## src/rtl/serdesphy_tx_serializer.sv

```systemverilog
// serdesphy_tx_serializer: 4-entry nibble FIFO feeding an MSB-first serializer
// with IDLE fill, PRBS7 test pattern and differential electrical-idle output.
module serdesphy_tx_serializer #(
    parameter logic [3:0] IDLE_NIBBLE = 4'hA,
    parameter logic [6:0] PRBS_SEED   = 7'h7F
) (
    input  logic       clk,
    input  logic       rst,
    input  logic       tx_en,
    input  logic       test_mode,
    input  logic [3:0] tx_data,
    input  logic       tx_valid,
    output logic       tx_ready,
    input  logic       ovf_clr,
    output logic       txp,
    output logic       txn,
    output logic [2:0] fifo_cnt,
    output logic       ovf,
    output logic [1:0] mode
);
    typedef enum logic [1:0] {OFF = 2'd0, IDLE = 2'd1, DATA = 2'd2, PRBS = 2'd3} mode_t;

    mode_t       state, state_nxt;
    logic [3:0]  mem [4];
    logic [1:0]  wr_ptr, rd_ptr, bit_cnt, bit_cnt_nxt;
    logic [2:0]  cnt;
    logic [3:0]  sreg, sreg_nxt;
    logic [6:0]  lfsr, lfsr_nxt;
    logic [10:0] prbs;
    logic        boundary, push, pop;

    // Four LFSR steps: returns {nibble (first bit in MSB), advanced state}.
    function automatic logic [10:0] prbs4(input logic [6:0] s0);
        logic [6:0] s;
        logic [3:0] n;
        s = s0;
        n = '0;
        for (int i = 0; i < 4; i++) begin
            n = {n[2:0], s[6]};
            s = {s[5:0], s[6] ^ s[5]};
        end
        return {n, s};
    endfunction

    assign tx_ready = cnt != 3'd4;
    assign push     = tx_valid && tx_ready;
    assign boundary = tx_en && bit_cnt == 2'd3;
    assign pop      = boundary && !test_mode && cnt != 3'd0;
    assign prbs     = prbs4(state == PRBS ? lfsr : PRBS_SEED);
    assign fifo_cnt = cnt;
    assign mode     = state;
    assign txp      = state != OFF && sreg[3];
    assign txn      = state != OFF && !sreg[3];

    always_comb begin
        state_nxt   = state;
        sreg_nxt    = {sreg[2:0], 1'b0};
        bit_cnt_nxt = bit_cnt + 2'd1;
        lfsr_nxt    = lfsr;
        if (!tx_en) begin
            state_nxt   = OFF;
            sreg_nxt    = '0;
            bit_cnt_nxt = 2'd3;
        end else if (boundary) begin
            bit_cnt_nxt = '0;
            if (test_mode) begin
                state_nxt = PRBS;
                sreg_nxt  = prbs[10:7];
                lfsr_nxt  = prbs[6:0];
            end else if (cnt != 3'd0) begin
                state_nxt = DATA;
                sreg_nxt  = mem[rd_ptr];
            end else begin
                state_nxt = IDLE;
                sreg_nxt  = IDLE_NIBBLE;
            end
        end
    end

    always_ff @(posedge clk or posedge rst) begin
        if (rst) begin
            state   <= OFF;
            sreg    <= '0;
            bit_cnt <= 2'd3;
            lfsr    <= PRBS_SEED;
            wr_ptr  <= '0;
            rd_ptr  <= '0;
            cnt     <= '0;
            ovf     <= 1'b0;
        end else begin
            state   <= state_nxt;
            sreg    <= sreg_nxt;
            bit_cnt <= bit_cnt_nxt;
            lfsr    <= lfsr_nxt;
            wr_ptr  <= wr_ptr + 2'(push);
            rd_ptr  <= rd_ptr + 2'(pop);
            cnt     <= cnt + 3'(push) - 3'(pop);
            ovf     <= (tx_valid && !tx_ready) ? 1'b1 : ovf_clr ? 1'b0 : ovf;
        end
    end

    // Storage needs no reset: an empty FIFO is never read.
    always_ff @(posedge clk) begin
        if (push) mem[wr_ptr] <= tx_data;
    end
endmodule
```

## config.mk

```make
export PLATFORM = sky130hd
export DESIGN_NAME = serdesphy_tx_serializer
export DESIGN_NICKNAME = d
export VERILOG_FILES = /design/src/rtl/serdesphy_tx_serializer.sv
export SDC_FILE = /design/constraint.sdc
export NUM_CORES = 1
export LEC_CHECK = 0
export ABC_AREA = 1
export BUFFER_PORTS_ARGS = -buffer_cell sky130_fd_sc_hd__buf_2
export CORE_MARGIN = 8
export CORE_UTILIZATION = 35
export CTS_CLUSTER_DIAMETER = 50
export DETAILED_ROUTE_END_ITERATION = 16
export HOLD_SLACK_MARGIN = 0.1
export SYNTH_ARGS = -nofsm -noshare
export SYNTH_HDL_FRONTEND = slang
export SYNTH_SLANG_ARGS = --single-unit
```

## constraint.sdc

```tcl
create_clock -name clk -period 2.5 [get_ports clk]
set_clock_uncertainty 0.2 [all_clocks]
set_input_delay 0.25 -clock clk [delete_from_list [all_inputs] [get_ports clk]]
set_output_delay 0.25 -clock clk [all_outputs]
set_load 0.01 [all_outputs]
```

==> results.ini <==
[run_status]
run_status = completed

[worst_hold_path]
min-delay-path-class = input port to flip-flop

[cells_and_area]
layout.cell_area.non_filler_um2 = 2205
syn2layout_area_growth_pct = 24.79
multiInputGateArea_um2 = 589.3
antenna-diode-count = 0
finalNonFillerCells = 288
drive_above_1_share_pct = 21.56
layout.nets = 231
ff_latch_area_um2 = 1067
fillers = 469

[logic_synthesis]
synth-seq-area-share_pct = 60.41
synth_top_cells_by_area = edfxtp_1 (27%), dfrtp_1 (20%), dfstp_2 (13%)
synthesis.yosys.warnings = 0
postSynthRegisterBits = 39
syn-cell-area_um2 = 1767
synthMostInstantiatedCell = nand2_1
mappedNetlistNets = 195
ys_async_sr_fraction_pct = 58.97
synthCells = 181
synth.distinct_cells = 27
synth_top_area_share_pct = 27.20
yosys.area.top_type = edfxtp_1
most_used_standard_cells_in_the_synthesized_netlist = nand2_1 (51), inv_1 (28), edfxtp_1 (16), dfrtp_1 (14), nand3_1 (12)
synthFlopType = edfxtp_1
syn_area_per_cell_um2 = 9.761
synth-edff-count = 16

[critical_path]
endpoint_kind = flip-flop
rr_startpoint = bit_cnt[0]
timing.reg2reg.worst_path_depth = 10
cp_max_fo = 6
crit_path_end = fifo_cnt[2]
cpPeakStageDelay_ns = 0.56
worst-path-stages = 10
critical_path.n_buffers_inverters = 2
path_delay_family = adder cells
rrSetupSlack_ns = 0.16
worstSetupStartpointType = flip-flop
crit_path_start = bit_cnt[0]
timing.critical_path.cells = ha_4, nand2_4, clkinv_2, nand3_4, xor2_1, ha_1, inv_1, fa_1, xnor2_2, xor2_1
critical_path.reg2reg.endpoint = fifo_cnt[2]
slowest_stage = dfstp_2
critPathKind = flip-flop to flip-flop
critical_path.most_common_cell = xor2_1
critical_path_required_ns = 2.48
crit_arrival_ns = 2.32

[drt]
drt_iter0_drc = 33
remaining_drc_errors = 0
routed_wirelength_um = 3302
detailroute.via_count = 1261
drtPass1Iterations = 4
via_per_inst = 4.378
ant_nets = 0
drt-wirelength-per-cell_um = 11.47

[global_routing]
met3_usage_grt_pct = 2.547
first_global_vias = 1298
grt_start_max_net_pins = 24
grt_util_all_layers_pct = 9.855
grt_first_pass_wirelength_um = 5644
grtUsageMet2_pct = 16.03
globalRouteOverflowTotal = 0
number_of_antenna_violations_at_the_first_check_in_global_routing = 0
grt.met1_usage_pct = 10.91
gr-max-usage-layer = met2

[clocking]
cts.htree.levels = 2
clock-sinks = 39
cts-root-to-sink-buffers = 2
number_of_post_cts_setup_repair_buffers = 0
clock_tree_from_tritoncts = done
path_clk_slew_ns = 0.08
root_buffer = clkbuf_8
worst_skew_pair.late_latency_ns = 0.29
cts_made_buffers = 5

[sta]
number_of_max_slew_violations_in_the_final_report = 0
final_min_period_over_clock_period_pct = 93.52
setup_viol_count_final = 0
tns_ns = 0
report.final.hold_viol_count = 0
rsz0062_at_grt = no
period_minus_slack_ns = 2.338
max_slew_headroom_at_the_worst_pin_pct = 41.69
achievable-frequency_ghz = 0.4277
worst_pin_slew_ns = 0.8737
setup_slack_ns = 0.1619

[placement]
post-place-cells = 271
half_perimeter_wire_length_after_detailed_placement_um = 2317
count_of_input_and_output_buffers = 18
place_area_um2 = 1958
detailedPlace.worstSlack_ns = 0.09244
placer_congestion = 0.7483

[power_and_ir_drop]
p_per_area_nw_per_um2 = 1012
leakage_nw = 1.015
worst_ir_drop_vdd_mv = 0.5020

[run]
drv.max_cap_violation_count = 0

[die]
io_pins = 19
chipWidth_um = 87.05
dieArea_um2 = 7577
core-area_um2 = 4977
die_height_um = 87.05
fp-row-count = 26
initial_core_util_pct = 35.50

-- state kept, by name, summed over array words and instances, names as in the netlist --
signal and count:
mem 16, lfsr 7, sreg 4, fifo_cnt 3, bit_cnt 2, mode 2
rd_ptr 2, wr_ptr 2, ovf 1
-- repair_timing --
action	CTS	global route
endpoints found under the hold margin	35	0
resized for setup	0	3
hold buffers	9	0
endpoints found under the setup margin	0	1
-- per-layer routing --
layer	part of all wire (%)	vias to the layer above
met2	46	22
met1	47	578
li1	-	653
met3	4.3	8
met4	2.6	0
met5	0	-
-- logic make-up after synthesis --
kind of cell             after synthesis  synth area share, %
buffers and inverters                 32                7.365
flip-flops                            39                60.41
AND/OR/NAND/NOR                       79                19.97
XOR/XNOR                               4                1.983
AO/OA/AOI/OAI                         23                7.011
adder cells (fa/ha/maj)                4                3.258
-- worst min path at each step --
stage | slack, ns | startpoint | depth (start not counted) | endpoint
final | 0.24 | tx_valid | 4 | wr_ptr[0]
after global routing | 0.28 | tx_valid | 4 | wr_ptr[0]
after CTS | 0.24 | tx_valid | 4 | wr_ptr[0]
after detailed placement | 0.26 | ovf_clr | 2 | ovf
after global placement | 0.25 | ovf_clr | 2 | ovf
after floorplan | 0.05 | rst | 1 | fifo_cnt[0]
-- power by group --
| group | internal [mW] | total (mW) | switching, mW |
|---|---|---|---|
| sequential | 0.853 | 0.981 | 0.128 |
| clock | 0.398 | 0.626 | 0.228 |
| combinational | 0.262 | 0.625 | 0.363 |
| total | 1.51 | 2.23 | 0.719 |
-- cell usage in the layout (no fill, tap or decap), types with 6 or more instances in the layout --
cell / instances
dfstp_2: 9
inv_1: 28
buf_2: 18
dlygate4sd3_1: 9
o21ai_0: 11
dfrtp_1: 14
nand3_1: 12
nand2_1: 51
edfxtp_1: 16
nor2_1: 6
-- worst register-to-register path, stage by stage (launching register included) --
cell	delay (ns)
dfstp_2	0.56
ha_4	0.17
nand2_4	0.08
clkinv_2	0.08
nand3_4	0.10
xor2_1	0.15
ha_1	0.16
inv_1	0.05
fa_1	0.40
xnor2_2	0.15
xor2_1	0.14
-- through the flow --
stage | util [%] | power [mW] | hold slack (ns)
3_3_place_gp | 39.34 | 1.572 | 0.2544
3_5_place_dp | 39.34 | 1.584 | 0.2568
6_report | 44.29 | 2.232 | 0.2394
5_1_grt | 44.29 | 2.394 | 0.2834
2_1_floorplan | - | 1.377 | 0.04525
4_1_cts | 43.89 | 2.234 | 0.2361
-- layout make-up --
type / count / area share (%)
sequential: 39 / 48.41
multi-input combinational: 110 / 26.73
timing repair buffer: 31 / 9.535
inverter: 30 / 5.165
tap: 70 / 3.973
clock buffer: 5 / 3.121
clock inverter: 3 / 3.065
No activity file was read; power rests on OpenSTA's default activity.
